--- config.mk ---
export PLATFORM = sky130hd
export DESIGN_NAME = token_requester_flat
export DESIGN_NICKNAME = d
export VERILOG_FILES = /design/src/rtl/token_requester_if.sv /design/src/rtl/token_requester.sv /design/src/flat_wrapper.sv
export SDC_FILE = /design/constraint.sdc
export NUM_CORES = 1
export LEC_CHECK = 0
export CAP_MARGIN = 20
export CORE_ASPECT_RATIO = 1.25
export CORE_MARGIN = 10
export CORE_UTILIZATION = 50
export DETAILED_ROUTE_END_ITERATION = 6
export PLACE_DENSITY = 0.79
export SKIP_CTS_REPAIR_TIMING = 1
export SYNTH_ARGS = -nofsm -noshare
export SYNTH_HDL_FRONTEND = slang
export SYNTH_SLANG_ARGS = --single-unit
--- constraint.sdc ---
create_clock -name clk -period 4.8 [get_ports clk]
set_clock_uncertainty 0.1 [all_clocks]
set_input_delay 0.96 -clock clk [delete_from_list [all_inputs] [get_ports clk]]
set_output_delay 0.96 -clock clk [all_outputs]
set_load 0.02 [all_outputs]
--- src/rtl/token_requester_if.sv ---
// Job intake and token-ring req/ack signals for one token_requester.
// The master side is the requester itself; the slave side is the job source plus controller.
`timescale 1ns/1ps
interface token_requester_if #(
  parameter int DEPTH = 4,
  parameter int LEN_W = 4
);
  logic                     job_valid;
  logic [LEN_W-1:0]         job_len;
  logic                     job_ready;
  logic                     ack;
  logic                     req;
  logic                     busy;
  logic                     done;
  logic [$clog2(DEPTH):0]   pending;
  logic                     err;

  modport master (
    input  job_valid, job_len, ack,
    output job_ready, req, busy, done, pending, err
  );

  modport slave (
    output job_valid, job_len, ack,
    input  job_ready, req, busy, done, pending, err
  );
endinterface

--- src/rtl/token_requester.sv ---
// Client-side token-ring initiator: queues hold-length jobs and runs one
// req/ack handshake per job, holding the token for max(len,1) acked cycles.
`timescale 1ns/1ps
module token_requester #(
  parameter int DEPTH   = 4,
  parameter int LEN_W   = 4,
  parameter int TIMEOUT = 16
) (
  input  logic               clk,
  input  logic               rst_n,
  token_requester_if.master  bus
);
  localparam int PTR_W  = $clog2(DEPTH);
  localparam int CNT_W  = PTR_W + 1;
  localparam int WAIT_W = $clog2(TIMEOUT + 1);
  localparam logic [CNT_W-1:0]  FULL_CNT  = CNT_W'(DEPTH);
  localparam logic [WAIT_W-1:0] WAIT_MAX  = WAIT_W'(TIMEOUT);
  localparam logic [WAIT_W-1:0] WAIT_LAST = WAIT_W'(TIMEOUT - 1);

  typedef enum logic [1:0] {IDLE, REQ, HOLD, RELEASE} state_t;

  state_t             state_q, state_d;
  logic [LEN_W-1:0]   mem [DEPTH];
  logic [PTR_W-1:0]   wr_ptr, rd_ptr;
  logic [CNT_W-1:0]   count;
  logic [LEN_W-1:0]   head;
  logic [LEN_W-1:0]   hold_q, hold_d;
  logic [WAIT_W-1:0]  wait_q, wait_d;
  logic               req_q, req_d;
  logic               done_q, done_d;
  logic               err_q, err_d;
  logic               job_ready;
  logic               push, pop;

  // No bypass when full: a pop on the same edge does not free a slot for the push.
  assign job_ready = (count < FULL_CNT);
  assign push      = bus.job_valid && job_ready;
  assign pop       = (state_q == IDLE) && (count != '0) && !bus.ack;
  assign head      = mem[rd_ptr];

  assign bus.job_ready = job_ready;
  assign bus.req       = req_q;
  assign bus.busy      = (state_q != IDLE);
  assign bus.done      = done_q;
  assign bus.pending   = count;
  assign bus.err       = err_q;

  always_ff @(posedge clk) begin
    if (push) begin
      mem[wr_ptr] <= bus.job_len;
    end
  end

  always_ff @(posedge clk or negedge rst_n) begin
    if (!rst_n) begin
      wr_ptr <= '0;
      rd_ptr <= '0;
      count  <= '0;
    end else begin
      if (push) begin
        wr_ptr <= wr_ptr + 1'b1;
      end
      if (pop) begin
        rd_ptr <= rd_ptr + 1'b1;
      end
      case ({push, pop})
        2'b10:   count <= count + 1'b1;
        2'b01:   count <= count - 1'b1;
        default: count <= count;
      endcase
    end
  end

  always_ff @(posedge clk or negedge rst_n) begin
    if (!rst_n) begin
      state_q <= IDLE;
      hold_q  <= '0;
      wait_q  <= '0;
      req_q   <= 1'b0;
      done_q  <= 1'b0;
      err_q   <= 1'b0;
    end else begin
      state_q <= state_d;
      hold_q  <= hold_d;
      wait_q  <= wait_d;
      req_q   <= req_d;
      done_q  <= done_d;
      err_q   <= err_d;
    end
  end

  always_comb begin
    state_d = state_q;
    hold_d  = hold_q;
    wait_d  = wait_q;
    req_d   = req_q;
    done_d  = 1'b0;
    err_d   = err_q;
    unique case (state_q)
      IDLE: begin
        if (pop) begin
          state_d = REQ;
          req_d   = 1'b1;
          wait_d  = '0;
          hold_d  = (head == '0) ? LEN_W'(1) : head;
        end
      end
      REQ: begin
        req_d = 1'b1;
        if (bus.ack) begin
          state_d = HOLD;
          wait_d  = '0;
        end else begin
          if (wait_q != WAIT_MAX) begin
            wait_d = wait_q + 1'b1;
          end
          if (wait_q >= WAIT_LAST) begin
            err_d = 1'b1;
          end
        end
      end
      HOLD: begin
        // The controller dropping ack mid-hold is a protocol error; give the token back.
        if (!bus.ack) begin
          err_d   = 1'b1;
          req_d   = 1'b0;
          state_d = RELEASE;
        end else if (hold_q == LEN_W'(1)) begin
          req_d   = 1'b0;
          state_d = RELEASE;
        end else begin
          hold_d = hold_q - 1'b1;
        end
      end
      RELEASE: begin
        req_d = 1'b0;
        if (!bus.ack) begin
          done_d  = 1'b1;
          state_d = IDLE;
        end
      end
      default: state_d = IDLE;
    endcase
  end
endmodule

--- src/flat_wrapper.sv ---
// flat-port wrapper written by rule: the top's interface ports become plain ports
module token_requester_flat 
#(
  parameter int DEPTH   = 4,
  parameter int LEN_W   = 4,
  parameter int TIMEOUT = 16
)
  (clk, rst_n, bus_job_valid, bus_job_len, bus_ack, bus_job_ready, bus_req, bus_busy, bus_done, bus_pending, bus_err);
  token_requester_if #(.DEPTH(DEPTH), .LEN_W(LEN_W)) bus_i ();
  input  logic clk;
  input  logic rst_n;
  input wire logic [$bits(bus_i.job_valid)-1:0] bus_job_valid;
  input wire logic [$bits(bus_i.job_len)-1:0] bus_job_len;
  input wire logic [$bits(bus_i.ack)-1:0] bus_ack;
  output wire logic [$bits(bus_i.job_ready)-1:0] bus_job_ready;
  output wire logic [$bits(bus_i.req)-1:0] bus_req;
  output wire logic [$bits(bus_i.busy)-1:0] bus_busy;
  output wire logic [$bits(bus_i.done)-1:0] bus_done;
  output wire logic [$bits(bus_i.pending)-1:0] bus_pending;
  output wire logic [$bits(bus_i.err)-1:0] bus_err;
  assign bus_i.job_valid = bus_job_valid;
  assign bus_i.job_len = bus_job_len;
  assign bus_i.ack = bus_ack;
  assign bus_job_ready = bus_i.job_ready;
  assign bus_req = bus_i.req;
  assign bus_busy = bus_i.busy;
  assign bus_done = bus_i.done;
  assign bus_pending = bus_i.pending;
  assign bus_err = bus_i.err;
  token_requester #(.DEPTH(DEPTH), .LEN_W(LEN_W), .TIMEOUT(TIMEOUT)) u_core (.clk(clk), .rst_n(rst_n), .bus(bus_i));
endmodule
==> out/metrics.cfg <==
[status]
status=complete, no violations

[setup_path]
crit_chain=clkdlybuf4s50_1 -> nor3_1 -> ha_1 -> inv_1 -> fa_1 -> xor2_1 -> nor2_1 -> xnor2_1
critPathSlowestCell=clkdlybuf4s50_1
start_kind=primary input
setup.worst_path.end_class=register
worstSetupPathType=in2reg
crit_arrival_ns=3.13
cp_data_required_time_ns=4.91
max_stage_delay_ns=0.60
critical_path.max_fanout=12
r2r_cells=10

[floorplan]
die_area_um2=6779
core_area_um2=3754
ios=16
die_y_um=89.59
start_util_pct=51.60
die_w_um=75.67
rows=25

[global_route]
grt_pass1_wl_mm=6.216
grt_pass1_vias=1339
grt_max_degree=22
grt_overflow=0
antenna_found_initial=0
grt_use_total_pct=12.08

[synth]
yosysTopAreaCellShare_pct=27.13
synth_area_leaders=dfrtp_1, edfxtp_1, ha_1, inv_1, mux4_1
synthCells=160
syn_area_um2=1937
syn_nets=183
synth_edf_count=16
avgSynthCellArea_um2=12.11
synth_ff_type=dfrtp_1
yosys_warnings=0
async_flop_share_pct=56.76
yosysMostFrequentCell=dfrtp_1
synth_cell_type_count=44
synth_largest_area_cell=dfrtp_1
synthTopCellsByCount=dfrtp_1, edfxtp_1, inv_1, ha_1
yosysSeqAreaShare_pct=51.94
ys_ff_latch=37

[detailed_routing]
first_iter_violations=83
vias_per_cell=5.749
ant_nets=0
firstDrtPassIters=4
avgRoutedWirePerCell_um=16.59
drt_wl_total_mm=3.634
via_count=1259
route.detailed.drc=0

[clocking]
clock_sinks=37
cts-root-buf=clkbuf_8
cts_buffers=5
htree_levels=2
cts_tree=built
clkTransAtPathRegs_ns=0.07
cts.path.max_buffers=2
clock_latency_ns=0.28

[sta]
post-route-period-util_pct=62.97
setup_tns_ns=0
drv_slew=0
tightest_slew_ns=0.9423
fmax_ghz=0.3308
final-setup-viol-count=0
period_minus_slack_ns=3.023
finalHoldViolCount=0
grt_setup_unrepaired=no
slew_headroom_pct=36.99

[min_path]
min_path_cells=1
hp-class=reg2reg

[job]
cap_violations=0

[power]
comb_power_share_pct=44.5
p_int_uw=807.9
p_leak_nw=0.8853
p_switching_uw=502.0
switching_share_pct=38.33
p_clk_share_pct=16.6
power_density_nw_per_um2=596.5
ir_drop_uv=405.8
finalPower_mw=1.310
pwr-share-seq_pct=38.9

[cells_and_area]
nets=201
drive_gt1_share_pct=7.821
synthToLayoutAreaGrowth_pct=13.37
antenna_cells=0

[placement]
hpwl_mm=2.693
portBuffers=15
gp_congestion=0.8842

==> worst paths after layout <==
path / end / startpoint / slack, ns
min in group asynchronous: u_core.wait_q[1] / rst_n / 1.10
setup reg to reg: u_core.bus.pending[2] / u_core.state_q[0] / 2.28
max in group asynchronous: u_core.wr_ptr[1] / rst_n / 2.92
hold / removal: u_core.bus.err / u_core.bus.err / 0.39
setup / recovery: u_core.bus.pending[2] / bus_ack / 1.78
hold reg to reg: u_core.bus.err / u_core.bus.err / 0.39
==> logic make-up after synthesis <==
| kind of cell | Yosys count | synth area share (%) |
|---|---|---|
| multiplexers | 9 | 7.687 |
| AND/OR/NAND/NOR | 45 | 13.50 |
| adder cells (fa/ha/maj) | 15 | 10.08 |
| flip-flops | 37 | 51.94 |
| buffers and inverters | 21 | 4.909 |
| XOR/XNOR | 6 | 2.713 |
| AO/OA/AOI/OAI | 27 | 9.173 |
==> flip-flops by register name, summed over array words and instances, names as in the netlist <==
signal	flops
u_core.mem	16
u_core.hold_q	4
u_core.bus.err	1
u_core.wait_q	5
u_core.state_q	2
u_core.rd_ptr	2
u_core.bus.done	1
u_core.bus.req	1
u_core.bus.pending	3
u_core.wr_ptr	2
==> stage by stage <==
stage	instances	util [%]	cell area, um2	setup slack, ns	hold WS [ns]
after floorplan	160	-	1937	2.216	0.4173
after global placement	211	56.10	2106	1.570	0.3653
after detailed placement	211	56.10	2106	1.479	0.3764
after CTS	219	58.50	2196	1.784	0.3947
after global routing	219	58.50	2196	1.645	0.4115
final	219	58.50	2196	1.777	0.3931
==> layer usage <==
layer / track usage, % / up-vias / wire length [um]
li1: - / 605 / -
met3: 4.620 / 9 / 207
met5: 0 / - / 0
met1: 13.18 / 615 / 1441
met2: 20.37 / 30 / 1903
met4: 5.076 / 0 / 82
==> layout make-up <==
class	instances	area (um2)
clock buffer	8	90.09
fill	303	1558
inverter	17	63.81
multi-input combinational	102	835.8
sequential	37	1006
tap	40	50.05
timing repair buffer	15	150.1
==> worst max-delay path: cells and delay by family <==
kind,cells,cell delay (ns)
buffers and inverters,2,0.66
AND/OR/NAND/NOR,2,0.59
adder cells (fa/ha/maj),2,0.63
XOR/XNOR,2,0.28
==> power by group through the flow <==
stage	combinational [mW]	sequential, mW	clock, mW
final	0.583	0.510	0.217
after global routing	0.662	0.522	0.236
after CTS	0.590	0.509	0.224
after detailed placement	0.583	0.515	0
after global placement	0.544	0.503	0
after floorplan	0.421	0.507	0
==> layout by cell type (no fill, tap or decap), types with 2 or more instances in the layout <==
cell / count
nand2_1: 7
xnor2_1: 4
mux4_1: 2
clkdlybuf4s50_1: 15
and3_1: 2
nor3_1: 5
o31ai_1: 2
nand2b_1: 4
edfxtp_1: 16
o21a_1: 2
a21oi_1: 2
o21bai_1: 2
clkbuf_8: 6
xor2_1: 2
and2_1: 5
mux4_2: 2
dfrtp_1: 21
o21ai_0: 7
inv_1: 16
nor2_1: 7
a31oi_1: 3
nor4_1: 2
o21ai_1: 3
or4_1: 2
mux2i_1: 4
ha_1: 14
clkbuf_1: 2
nor2b_1: 3
o221a_2: 2
(Power assumes the default switching activity.)
